### src/rtl/decodificador_multiplexado.sv
// -----------------------------------------------------------------------------
// decodificador_multiplexado
// Time-multiplexed BCD-to-7-segment driver for N_DIGITS digits. A packed BCD
// word is captured on i_load and held in a pending buffer until the scan wraps
// back to digit 0, so a frame never mixes old and new digits. One shared
// segment bus is driven while a one-hot select walks the digits.
//
// Ports:
//   i_clk        clock, rising edge
//   i_rst_n      asynchronous active-low reset
//   i_load       one-cycle strobe, captures i_bcd
//   i_bcd        packed BCD, nibble i = digit i (digit 0 least significant)
//   i_blank_en   1 = suppress leading zeros (sampled every cycle)
//   o_display    segments {g,f,e,d,c,b,a}, active-high
//   o_digit_sel  one-hot digit enable, active-high
//   o_frame      one-cycle pulse in the first cycle of digit 0 after a wrap
//   o_err        1 while the displayed word holds a nibble > 9
// -----------------------------------------------------------------------------
module decodificador_multiplexado #(
    parameter int unsigned N_DIGITS  = 4,
    parameter int unsigned PRESCALER = 1000
) (
    input  logic                    i_clk,
    input  logic                    i_rst_n,
    input  logic                    i_load,
    input  logic [4*N_DIGITS-1:0]   i_bcd,
    input  logic                    i_blank_en,
    output logic [6:0]              o_display,
    output logic [N_DIGITS-1:0]     o_digit_sel,
    output logic                    o_frame,
    output logic                    o_err
);

    localparam int unsigned PW = (PRESCALER > 1) ? $clog2(PRESCALER) : 1;
    localparam int unsigned IW = (N_DIGITS > 1) ? $clog2(N_DIGITS) : 1;
    localparam int unsigned BW = 4 * N_DIGITS;

    localparam logic [PW-1:0] P_LAST = PW'(PRESCALER - 1);
    localparam logic [IW-1:0] I_LAST = IW'(N_DIGITS - 1);

    // BCD glyphs; anything above 9 is shown as a dash
    function automatic logic [6:0] f_seg(input logic [3:0] nib);
        logic [6:0] seg;
        case (nib)
            4'd0:    seg = 7'h3F;
            4'd1:    seg = 7'h06;
            4'd2:    seg = 7'h5B;
            4'd3:    seg = 7'h4F;
            4'd4:    seg = 7'h66;
            4'd5:    seg = 7'h6D;
            4'd6:    seg = 7'h7C;
            4'd7:    seg = 7'h07;
            4'd8:    seg = 7'h7F;
            4'd9:    seg = 7'h67;
            default: seg = 7'h40;
        endcase
        return seg;
    endfunction

    logic [PW-1:0]       r_presc;
    logic [IW-1:0]       r_idx;
    logic [BW-1:0]       r_disp;
    logic [BW-1:0]       r_pend;
    logic                r_pend_vld;
    logic [6:0]          r_display;
    logic [N_DIGITS-1:0] r_digit_sel;
    logic                r_frame;
    logic                r_err;

    logic                w_tick;
    logic                w_wrap;
    logic [PW-1:0]       w_presc_nxt;
    logic [IW-1:0]       w_idx_nxt;
    logic                w_disp_we;
    logic [BW-1:0]       w_disp_nxt;
    logic                w_err_nxt;
    logic [N_DIGITS-1:0] w_lz;
    logic                w_zero_run;
    logic [3:0]          w_nib;
    logic                w_blank;
    logic [6:0]          w_seg_nxt;
    logic [N_DIGITS-1:0] w_sel_nxt;

    // Scan timing and display-register update
    always_comb begin
        w_tick      = (r_presc == P_LAST);
        w_wrap      = w_tick && (r_idx == I_LAST);
        w_presc_nxt = w_tick ? '0 : r_presc + PW'(1);
        w_idx_nxt   = r_idx;
        if (w_tick) begin
            w_idx_nxt = w_wrap ? '0 : r_idx + IW'(1);
        end

        // a load landing on the wrap tick bypasses the pending buffer
        w_disp_we  = w_wrap && (i_load || r_pend_vld);
        w_disp_nxt = r_disp;
        if (w_wrap && i_load) begin
            w_disp_nxt = i_bcd;
        end else if (w_wrap && r_pend_vld) begin
            w_disp_nxt = r_pend;
        end

        w_err_nxt = 1'b0;
        for (int i = 0; i < int'(N_DIGITS); i++) begin
            if (w_disp_nxt[4*i +: 4] > 4'd9) begin
                w_err_nxt = 1'b1;
            end
        end
    end

    // Next segment pattern and select, both derived from the next-state index
    always_comb begin
        // w_lz[i]: nibbles i..N_DIGITS-1 of the next display word are all zero
        w_lz       = '0;
        w_zero_run = 1'b1;
        for (int i = int'(N_DIGITS) - 1; i >= 0; i--) begin
            w_zero_run = w_zero_run && (w_disp_nxt[4*i +: 4] == 4'd0);
            w_lz[i]    = w_zero_run;
        end

        w_nib     = 4'd0;
        w_blank   = 1'b0;
        w_sel_nxt = '0;
        for (int i = 0; i < int'(N_DIGITS); i++) begin
            if (w_idx_nxt == IW'(i)) begin
                w_nib        = w_disp_nxt[4*i +: 4];
                w_blank      = (i != 0) && i_blank_en && w_lz[i];
                w_sel_nxt[i] = 1'b1;
            end
        end
        w_seg_nxt = w_blank ? 7'h00 : f_seg(w_nib);
    end

    // State and output registers
    always_ff @(posedge i_clk or negedge i_rst_n) begin
        if (!i_rst_n) begin
            r_presc     <= '0;
            r_idx       <= '0;
            r_disp      <= '0;
            r_pend      <= '0;
            r_pend_vld  <= 1'b0;
            r_display   <= 7'h3F;
            r_digit_sel <= N_DIGITS'(1);
            r_frame     <= 1'b0;
            r_err       <= 1'b0;
        end else begin
            r_presc     <= w_presc_nxt;
            r_idx       <= w_idx_nxt;
            r_disp      <= w_disp_nxt;
            r_display   <= w_seg_nxt;
            r_digit_sel <= w_sel_nxt;
            r_frame     <= w_wrap;
            if (w_disp_we) begin
                r_err <= w_err_nxt;
            end
            // last load before the wrap wins; the wrap always drains the buffer
            if (i_load && !w_wrap) begin
                r_pend     <= i_bcd;
                r_pend_vld <= 1'b1;
            end else if (w_wrap) begin
                r_pend_vld <= 1'b0;
            end
        end
    end

    assign o_display   = r_display;
    assign o_digit_sel = r_digit_sel;
    assign o_frame     = r_frame;
    assign o_err       = r_err;

endmodule

### config.mk
export PLATFORM = sky130hd
export DESIGN_NAME = decodificador_multiplexado
export DESIGN_NICKNAME = d
export VERILOG_FILES = /design/src/rtl/decodificador_multiplexado.sv
export SDC_FILE = /design/constraint.sdc
export NUM_CORES = 1
export LEC_CHECK = 0
export CORE_ASPECT_RATIO = 0.6
export CORE_UTILIZATION = 25
export DETAILED_ROUTE_END_ITERATION = 7
export GPL_TIMING_DRIVEN = 0
export MAX_ROUTING_LAYER = met4
export PLACE_DENSITY = 0.44
export SYNTH_ARGS = -nofsm -noshare
export SYNTH_HDL_FRONTEND = slang
export SYNTH_SLANG_ARGS = --single-unit
### constraint.sdc
create_clock -name i_clk -period 9.2 [get_ports i_clk]
set_input_delay 1.38 -clock i_clk [delete_from_list [all_inputs] [get_ports i_clk]]
set_output_delay 1.38 -clock i_clk [all_outputs]
set_load 0.01 [all_outputs]
# After elaboration in Yosys (flattened, before gate mapping)
# Memories as Yosys holds them, arrays and structs flattened.
# Index checks and enable logic that the tools add are counted.
# totals
regBits	58
romBits	112
out_inout_bits	13
n_memories	1
# op_classes
add_sub_neg	2
order_cmp	4
eq_ne	5
n_mux	23
n_reduce_logical	17
# memory_table
memory	words	word_bits	rd	rd_ports_with_merged_regs	write_ports	line_no	text
(no name shown)	16	7	1	0	0	44	case (nib)
# ops
op	count
$mux 16	2
$gt 4x4->1 const B	4
$mux 4	4
$mux 1	13
$logic_not 4->1	3
$add 10x1->10 const B	1
$eq 10x10->1 const B	1
$logic_and 1x1->1	10
$mux 10	1
$mux 7	1
$eq 2x2->1 const B	3
$mux 2	2
$add 2x1->2 const B	1
$eq 2x1->1 const B	1
$logic_not 2->1	1
$reduce_bool 2->1	1
$logic_not 1->1	1
$logic_or 1x1->1	1

# Logic depth before layout (Yosys ltp)
# Gate-level depths: netlist of run 1.
# depth
depth_word	13
ltp_mapped	15
mapped_depth_nobuf	15

# Worst setup path after synthesis of run 1
# Ideal clock, no wire load.
# synth_path
kind	input to register
start	input port i_load
end	register r_display[3] (netlist: o_display[3])
setup_ps	75
arrival_ps	3469
slack_ps	5656
stages	12
path_buffers	1
cell_sequence	buf_6 -> nand2_1 -> nor4_1 -> a221o_1 -> a2bb2oi_1 -> and2_1 -> inv_1 -> ha_1 -> inv_1 -> nor3_1 -> o21ai_0 -> a21oi_1
# synth_via
elab_chain_cells	10
word_cells_on_any_way	19
# synth_rtl
element	line_no	text
start, declared	25	input logic i_load,
$logic_and 1x1->1 (*)	97	if (w_wrap && i_load) begin
$mux 16 (*)	97	
net w_disp_nxt[8]	75	logic [BW-1:0] w_disp_nxt;
branches (longest 7 deep; another with $mem_v2 16x7)	n/a	
$mux 7 (*)	131	w_seg_nxt = w_blank ? 7'h00 : f_seg(w_nib);
net w_seg_nxt[3]	81	logic [6:0] w_seg_nxt;
end signal, assigned	150	r_display <= w_seg_nxt;
end, declared	65	logic [6:0] r_display;
# Mark *: on every way through the listed nets, which the timed path passes.
# A chain may end at the register's enable or synchronous reset.

# Worst setup path after layout of run 1
# layout_path
start	register r_presc[0]
end	register r_display[3] (netlist: o_display[3])
# layout_via
elab_chain_cells	13
word_cells_on_any_way	29
# layout_rtl
element	line_no	text
start, declared	60	logic [PW-1:0] r_presc;
start signal, assigned	147	r_presc <= w_presc_nxt;
$eq 10x10->1 (*)	86	w_tick = (r_presc == P_LAST);
branches (longest 11 deep; another with $mem_v2 16x7)	n/a	
$mux 7 (*)	131	
net w_seg_nxt[3]	81	
# Marks and branches as above.

==> results of run 1 <==
[cell families after synthesis]
family                   after synthesis
AND/OR/NAND/NOR                       78
XOR/XNOR                               6
buffers and inverters                 36
adder cells (fa/ha/maj)                7
AO/OA/AOI/OAI                         81
flip-flops                            58
multiplexers                          19
[metrics by stage]
stage	worst slack, ns	power [uW]
after global placement	4.55	314
after global routing	4.92	686
final	5.27	657
after detailed placement	4.54	315
after CTS	4.87	668
after floorplan	5.66	291
[critical path, cell delays in order (launching register included)]
cell and delay (ns):
dfrtp_1 0.38, ha_1 0.32, nand4b_4 0.18, nor3_4 0.40, mux2i_1 0.77, nor2_1 0.32, a2bb2oi_1 0.25, and2_1 0.28
inv_1 0.10, ha_1 0.29, inv_1 0.05, nor3_1 0.22, o21ai_0 0.12, a21oi_1 0.16
[cell usage after synthesis, types with 3 or more instances]
library cell,n
and2_1,3
mux2_2,17
o22a_1,3
nor2_1,26
xor2_1,4
nand2_1,17
a221oi_1,4
ha_1,7
nand2b_1,3
inv_1,25
a21oi_1,9
dfrtp_1,51
nor3_1,4
o22ai_1,3
dfstp_2,7
nand3_1,5
a31oi_1,9
o21a_1,3
o21ai_0,16
clkbuf_1,5
buf_2,3
a32o_1,4
a22oi_1,4
o22a_2,4
[flip-flops by register name, indices dropped and copies added (netlist names)]
| name | count |
|---|---|
| o_digit_sel | 4 |
| r_pend | 16 |
| r_idx | 2 |
| r_disp | 16 |
| r_presc | 10 |
| o_display | 7 |
| o_err | 1 |
| o_frame | 1 |
| r_pend_vld | 1 |
[worst paths after layout]
path	from	slack, ns	cells after the start	to
max	r_presc[0]$_DFF_PN0_	5.27	13	o_display[3]$_DFF_PN1_
min	r_presc[0]$_DFF_PN0_	0.48	1	r_presc[0]$_DFF_PN0_
max reg2reg	r_presc[0]$_DFF_PN0_	5.27	13	o_display[3]$_DFF_PN1_
min reg2reg	r_presc[0]$_DFF_PN0_	0.48	1	r_presc[0]$_DFF_PN0_
max in group asynchronous	i_rst_n	7.47	2	o_display[1]$_DFF_PN1_
min in group asynchronous	i_rst_n	1.06	1	o_frame$_DFF_PN0_
[cell usage in the layout (no fill, tap or decap), drive strengths merged, types with 2 or more instances in the layout]
cell	Yosys	layout
o211ai	2	2
dfstp	7	7
xnor2	2	2
nand2	17	17
nor3	5	5
nor2b	2	2
nand3b	2	2
mux2	17	17
ha	7	7
a32oi	2	2
o22ai	3	3
a32o	4	4
a31oi	9	9
a2bb2oi	2	2
nor4	2	2
a22o	2	2
clkdlybuf4s50	0	30
and2	3	3
a221oi	4	4
a22oi	4	4
mux2i	2	2
clkbuf	5	21
a211oi	2	2
o21ai	16	16
o21a	4	4
buf	5	8
xor2	4	4
nand2b	3	3
dfrtp	51	51
a21oi	9	9
and3	3	3
o22a	7	7
inv	26	26
nand4	3	3
nor2	28	28
nand3	5	5
[power groups by stage]
stage	Sequential [uW]	Combinational, uW	Clock (uW)
2_1_floorplan	273	17.8	0
3_3_place_gp	274	40.3	0
3_5_place_dp	274	41.3	0
4_1_cts	270	41.6	357
5_1_grt	270	44.9	371
6_report	270	40.6	347
[routing by layer]
metal | routed length (um) | track usage [%]
met1 | 4290 | 19.8
met2 | 3140 | 18.5
met3 | 352 | 5.17
met4 | 21 | 3.77
met5 | 0 | -
[area by class of cell]
type / count / area [um^2]
Fill cell: 1184 / 7660
Buffer: 10 / 56.3
Inverter: 26 / 97.6
Timing Repair Buffer: 33 / 330
Tap cell: 160 / 200
Multi-Input combinational cell: 191 / 1400
Clock buffer: 16 / 322
Sequential cell: 58 / 1460
==> flow_summary.yaml, run 1 <==
min_path:
  hold_path_class: "reg -> reg"
power:
  switching_power_uw: 138
  leakagePower_uw: 0.00180
  p_int_uw: 519
  switching_share_pct: 21.0
  power_density_nw_per_um2: 170
  seq_power_share_pct: 41.0
  vdd_drop_max_mv: 0.0750
  clockPowerShare_pct: 52.8
  p_comb_share_pct: 6.2
yosys:
  yosys.area_share.simple_pct: 14.3
  synth_fp_nets: 312
  synth_compound_area_share_pct: 20.4
  yosys_warnings: 0
  synth_top_area_share_pct: 42.4
  synth_area_leaders: "dfrtp_1 (42%), mux2_2 (6.4%), dfstp_2 (6.1%)"
  syn-cell-area_um2: 3010
  synthAdderAreaFrac_pct: 2.91
  synth.area.mux_share_pct: 7.03
  synth_edf_count: 0
  synth_cells: 285
  synth_top_family_by_area: "compound AO/OA/AOI/OAI gates"
  synth_top_flop_cell: "dfrtp_1"
  syn_area_per_cell_um2: 10.6
  yosysSeqAreaShare_pct: 48.5
  synth.distinct_cells: 60
  async_flop_share_pct: 100
  ys_seq_elements: 58
  yosysTopAreaCell: "dfrtp_1"
  synth-xor-area-share_pct: 1.75
global_route:
  grt_antenna_before_repair: 0
  grt_max_degree: 35
  grt_pass1_wl_um: 12300
  grt-ovfl-total: 0
  grtUsageTotal_pct: 14.1
  grt_pass1_vias: 2272
timing:
  fin_crit_ns: 3.93
  hold_viol: 0
  slew_headroom_pct: 41.6
  finalCritPeriodShare_pct: 42.7
  final.setup.tns_ns: 0
  slew_viol_final: 0
  clock_skew_ns: 0.00618
  fin_hold_ws_ns: 0.485
  rsz0062_at_grt: "false"
  max_freq_ghz: 0.254
  setup_viol: 0
  worst_pin_slew_ns: 0.851
routing:
  viasPerCell: 4.65
  drt_iter0_drc: 142
  drc: 0
  ant_nets: 0
  vias: 2298
  wl_per_cell_um: 15.8
  drt-total-wl_um: 7800
  firstDrtPassIters: 4
floorplanning:
  die_w_um: 144
  initial_core_util_pct: 26.1
  core_um2: 11500
  pin_count: 33
  fp-row-count: 30
  die_h_um: 87.0
  dieArea_um2: 12500
place:
  dp_cells: 477
  placed_cell_area_um2: 3530
  numPortBuffers: 31
  gp_congestion: 0.828
  hpwlAfterDp_um: 5710
clock_tree:
  cts-root-buf: "clkbuf_16"
  cts_buffers: 9
  cts_resized: 0
  cts.sinks: 58
  clockBufferDepth: 2
  clk_latency_ns: 0.33
  holdBufCountCts: 0
  h-tree-depth: 3
  clkTransAtPathRegs_ns: 0.05
  post-cts-setup-buffers: 0
  cts_tree: "built"
worst_setup_path:
  cp_max_fo: 10
  worstSetupEndpointType: "register"
  arrival_ns: 4.18
  crit_type: "reg -> reg"
  cp-start-kind: "register"
  cp.required_ns: 9.45
final_layout:
  layoutNonFillerInstCount: 494
  fin_nets: 356
  fin_util_pct: 33.5
  area_delta_synth_final_pct: 28.3
  final_cell_area_um2: 3860
  antenna_cells: 0
  drive_above_1_share_pct: 20.1
run_status:
  status: "complete, no violations"
job:
  maxCapViolCount: 0
Power figures use the tool's default switching activity.
==> run 2: changes to the inputs <==
Settings changed: PLACE_DENSITY 0.44 to 0.45.
Clock period 9.2 ns to 3.5 ns, I/O delays scaled along.
==> run 2 against run 1 <==
Effect of this change: critical path depth shrank 1; wire length is 7.2% higher; core utilization is 0.93 points higher; non-clock buffer count increased by 6; design area up 2.8%; critical endpoint unchanged; critical path type unchanged; sequential power grew to 2.6 times the previous value; largest power group unchanged; worst setup slack got worse by 5.1 ns; first-iteration DRC count increased by 6.3%; largest cell class is now multi-input combinational cells.
==> flow_summary.yaml, run 2 (synthesized netlist as in run 1, its figures left out) <==
timing:
  worst_pin_slew_ns: 0.914
  max_freq_ghz: 0.302
  fin_crit_ns: 3.31
  slew_headroom_pct: 38.5
  clock_skew_ns: 0.00512
  worst_slack_ns: 0.194
  final.setup.tns_ns: 0
  finalCritPeriodShare_pct: 94.5
  setup_viol: 0
  hold_viol: 0
  slew_viol_final: 0
final_layout:
  reg_top3: "r_disp x16, r_pend x16, r_presc x10"
  antenna_cells: 0
  final_common_cell: "dfrtp_1"
  fin_nets: 362
  area_delta_synth_final_pct: 31.9
  final_cell_area_um2: 3970
  fin_util_pct: 34.4
  fillers: 1162
  layout_common_cells: "dfrtp_1 (51), clkdlybuf4s50_1 (30), nor2_1 (26)"
  drive_above_1_share_pct: 23.8
place:
  dp_slack_ns: -0.379
  gp_congestion: 0.774
  placed_cell_area_um2: 3530
  hpwlAfterDp_um: 6070
  numPortBuffers: 31
floorplanning:
  die_w_um: 144
  pin_count: 33
  initial_core_util_pct: 26.1
  die_h_um: 87.0
  fp-row-count: 30
  dieArea_um2: 12500
  core_um2: 11500
power:
  power_uw: 1650
  leakagePower_uw: 0.00184
  power_density_nw_per_um2: 416
  vdd_drop_max_mv: 0.207
worst_setup_path:
  cp_slowest_stage_delay_ns: 0.63
  worstPathCellList: "ha_2 > nand4b_4 > nor4_4 > a221o_1 > a2bb2oi_1 > and2_2 > inv_1 > ha_1 > inv_1 > nor3_1 > o21ai_0 > a21oi_1"
  crit_slowest_cell: "nor4_4"
  arrival_ns: 3.56
  cp.required_ns: 3.75
  crit_type: "reg -> reg"
  cp_max_fo: 6
  cp-start-kind: "register"
  reg2reg_depth: 12
  worstSetupEndpointType: "register"
  crit_top_cell: "inv_1"
global_route:
  grt_pass1_wl_um: 13800
  grt_pass1_vias: 2418
  grt_max_degree: 37
  grtUsageTotal_pct: 15.5
  grt-ovfl-total: 0
  grt_antenna_before_repair: 0
run_status:
  status: "complete, no violations"
routing:
  drc: 0
  vias: 2404
  ant_nets: 0
  viasPerCell: 4.81
  drt-total-wl_um: 8360
  drt_iter0_drc: 151
  wl_per_cell_um: 16.7
  firstDrtPassIters: 4
clock_tree:
  clk_latency_ns: 0.33
  clockBufferDepth: 2
  cts-root-buf: "clkbuf_16"
  cts.sinks: 58
  clkTransAtPathRegs_ns: 0.05
  h-tree-depth: 3
  cts_tree: "built"
  cts_buffers: 9
job:
  maxCapViolCount: 0
min_path:
  hold_path_class: "in -> async"
-- run 2: cell types whose count changed in the layout (fill, tap and decap cells not counted), sizes merged --
| cell | before | now |
|---|---|---|
| buf | 8 | 12 |
| clkinv | 0 | 2 |
-- run 2: path summary, 6_finish.rpt --
check | startpoint | endpoint | slack [ns]
worst max-delay path | r_presc[0]$_DFF_PN0_ | o_display[3]$_DFF_PN1_ | 0.19
worst min-delay path | i_rst_n | r_pend[3]$_DFFE_PN0P_ | 0.19
worst max register to register | r_presc[0]$_DFF_PN0_ | o_display[3]$_DFF_PN1_ | 0.19
worst min register to register | r_presc[0]$_DFF_PN0_ | r_presc[0]$_DFF_PN0_ | 0.49
max in group asynchronous | i_rst_n | o_display[4]$_DFF_PN1_ | 2.65
min in group i_clk | r_presc[0]$_DFF_PN0_ | r_presc[0]$_DFF_PN0_ | 0.49
-- run 2: layout make-up --
class | count | area, um^2 | share of cell area, %
Inverter | 26 | 97.6 | 2.46
Tap cell | 160 | 200 | 5.04
Multi-Input combinational cell | 191 | 1490 | 37.5
Clock inverter | 2 | 10.0 | 0.252
Timing Repair Buffer | 39 | 378 | 9.52
Clock buffer | 14 | 274 | 6.90
Buffer | 10 | 62.6 | 1.58
Sequential cell | 58 | 1460 | 36.8
-- run 2: power breakdown --
group	total (uW)	leakage [uW]	internal, uW	switching (uW)
sequential	709	0.000715	697	11.9
clock	832	0.000143	534	298
combinational	110	0.000984	54.8	55.6
-- run 2: per-layer routing --
metal	up-vias	global-route usage, %	part of all wire [%]
li1	1149	-	-
met4	0	4.35	1.1
met5	-	-	0
met3	8	4.84	5.0
met1	1209	23.0	55
met2	38	19.4	38
-- run 2: worst max-delay path: cells and delay by family (launching register included) --
kind / cells / cell delay (ns)
flops: 1 / 0.40
simple gates: 4 / 1.25
compound gates: 4 / 0.90
buf+inv: 2 / 0.12
fa+ha+maj: 2 / 0.55
-- run 2: per-stage QoR --
step	hold WS, ns	std cells
after global routing	0.229	500
after detailed placement	0.480	477
after CTS	0.204	496
final	0.191	500
after floorplan	0.229	285
after global placement	0.481	476
-- run 2: timing repair --
item,CTS,global route
gates resized for setup,8,9
pin swaps,1,1
endpoints found under the setup margin,7,5
buffers inserted,3,4
endpoints found under the hold margin,0,0
hold buffers,0,0
==> run 3: changes to the inputs <==
Settings changed: SKIP_LAST_GASP set to 1, TNS_END_PERCENT set to 20.
==> run 3 against run 2 <==
Effect of this change: clock skew barely moved; count of clock-buffer cells in the layout did not move; cell count did not move; critical path depth rose by 3; flip-flop and latch count did not move; clock power barely moved; sequential power barely moved; via count rose by 0.58%; design area fell by 0.35%; non-clock buffer count did not move; register-to-register slack barely moved; critical path type unchanged; highest routed layer unchanged.
==> flow_summary.yaml, run 3 (synthesized netlist as in run 1, its figures left out) <==
worst_setup_path:
  cp_max_fo: 10
  crit_type: "reg -> reg"
  arrival_ns: 3.56
  reg2reg_slack_ns: 0.19
  cp-start-kind: "register"
  crit_top_cell: "inv_1"
  worstSetupEndpointType: "register"
  worstPathCellList: "ha_2 > and4b_2 > nand4_1 > inv_2 > buf_2 > a32o_1 > a221oi_4 > a2bb2oi_2 > and2_2 > inv_1 > ha_1 > inv_1 > nor3_1 > o21ai_0 > a21oi_1"
  cp_slowest_stage_delay_ns: 0.40
  crit_slowest_cell: "dfrtp_1"
  cp.required_ns: 3.75
global_route:
  grt_pass1_wl_um: 13700
  grt_antenna_before_repair: 0
  grt-ovfl-total: 0
  grtUsageTotal_pct: 15.4
  grt_max_degree: 37
  grt_pass1_vias: 2406
job:
  maxCapViolCount: 0
timing:
  max_freq_ghz: 0.302
  fin_hold_ws_ns: 0.190
  worst_pin_slew_ns: 0.915
  finalCritPeriodShare_pct: 94.5
  fin_crit_ns: 3.31
  hold_viol: 0
  setup_viol: 0
  rsz0062_at_grt: "true"
  worst_slack_ns: 0.194
  slew_headroom_pct: 38.4
  clock_skew_ns: 0.00555
  slew_viol_final: 0
final_layout:
  final_common_cell: "dfrtp_1"
  layout_common_cells: "dfrtp_1 (51), clkdlybuf4s50_1 (30), nor2_1 (26)"
  area_delta_synth_final_pct: 31.4
  reg_top3: "r_disp x16, r_pend x16, r_presc x10"
  fin_nets: 362
  drive_above_1_share_pct: 23.8
  antenna_cells: 0
clock_tree:
  h-tree-depth: 3
  cts-root-buf: "clkbuf_16"
  clkTransAtPathRegs_ns: 0.05
  cts_tree: "built"
  holdBufCountCts: 0
  cts.sinks: 58
  clk_latency_ns: 0.33
  clockBufferDepth: 2
  cts_buffers: 9
run_status:
  status: "complete, no violations"
place:
  numPortBuffers: 31
  gp_congestion: 0.774
  hpwlAfterDp_um: 6070
  dp_slack_ns: -0.379
routing:
  viasPerCell: 4.84
  drt_iter0_drc: 178
  wl_per_cell_um: 16.8
  vias: 2418
  ant_nets: 0
  drc: 0
  drt-total-wl_um: 8390
  firstDrtPassIters: 4
power:
  vdd_drop_max_mv: 0.207
  clockPowerShare_pct: 50.5
  seq_power_share_pct: 42.9
  p_comb_share_pct: 6.7
  p_int_uw: 1290
  leakagePower_uw: 0.00184
  switching_share_pct: 22.2
  power_density_nw_per_um2: 418
  switching_power_uw: 368
floorplanning:
  dieArea_um2: 12500
  die_h_um: 87.0
  die_w_um: 144
  initial_core_util_pct: 26.1
  pin_count: 33
  fp-row-count: 30
  core_um2: 11500
min_path:
  hold_path_class: "in -> async"
-- run 3: cell types whose count changed in the layout (fill, tap and decap cells not counted), sizes merged --
cell | before | now
buf | 12 | 13
clkbuf | 21 | 20
-- run 3: what timing repair did --
action,CTS,global route
gates resized for setup,7,8
setup buffers,3,4
pin swaps,1,0
setup endpoints to repair,7,5
-- run 3: final timing paths --
path,startpoint,endpoint,depth (start not counted)
setup / recovery,r_presc[0]$_DFF_PN0_,o_display[3]$_DFF_PN1_,15
hold reg to reg,r_presc[0]$_DFF_PN0_,r_presc[0]$_DFF_PN0_,1
setup reg to reg,r_presc[0]$_DFF_PN0_,o_display[3]$_DFF_PN1_,15
max in group asynchronous,i_rst_n,o_display[4]$_DFF_PN1_,2
min in group i_clk,r_presc[0]$_DFF_PN0_,r_presc[0]$_DFF_PN0_,1
hold / removal,i_rst_n,r_pend[3]$_DFFE_PN0P_,1
-- run 3: cell type report --
cell class	instances	area, um^2
Clock buffer	14	274
Tap cell	160	200
Inverter	26	97.6
Buffer	10	60.1
Multi-Input combinational cell	191	1480
Sequential cell	58	1460
Clock inverter	2	10.0
Fill cell	1163	7570
Timing Repair Buffer	39	378
-- run 3: critical path: cells and delay by family, from the launching register on --
| kind | cells | cell delay [ns] |
|---|---|---|
| simple gates | 4 | 0.87 |
| flops | 1 | 0.40 |
| compound gates | 5 | 0.85 |
| fa+ha+maj | 2 | 0.56 |
| buf+inv | 4 | 0.54 |
-- run 3: power groups by stage --
stage	Sequential (uW)	Combinational [uW]	Clock (uW)
after floorplan	718	46.9	0
final	709	110	835
after detailed placement	720	110	0
after CTS	709	110	855
after global routing	712	124	892
after global placement	719	106	0
-- run 3: routing by layer --
metal | part of all wire (%) | track usage, % | routed length [um]
met5 | 0 | - | 0
met4 | 1.0 | 4.35 | 85
met3 | 5.6 | 4.84 | 472
met2 | 38 | 19.2 | 3220
met1 | 55 | 23.0 | 4610
-- run 3: stage by stage --
stage	power [uW]	area, um^2	utilization [%]	setup TNS (ns)	std cells
after floorplan	765	3010	-	0	285
after global placement	826	3520	30.5	-7.21	476
after detailed placement	829	3530	30.7	-1.54	477
after CTS	1670	3880	33.7	-0.0212	496
after global routing	1730	3960	34.3	-0.0751	500
final	1650	3960	34.3	0	500
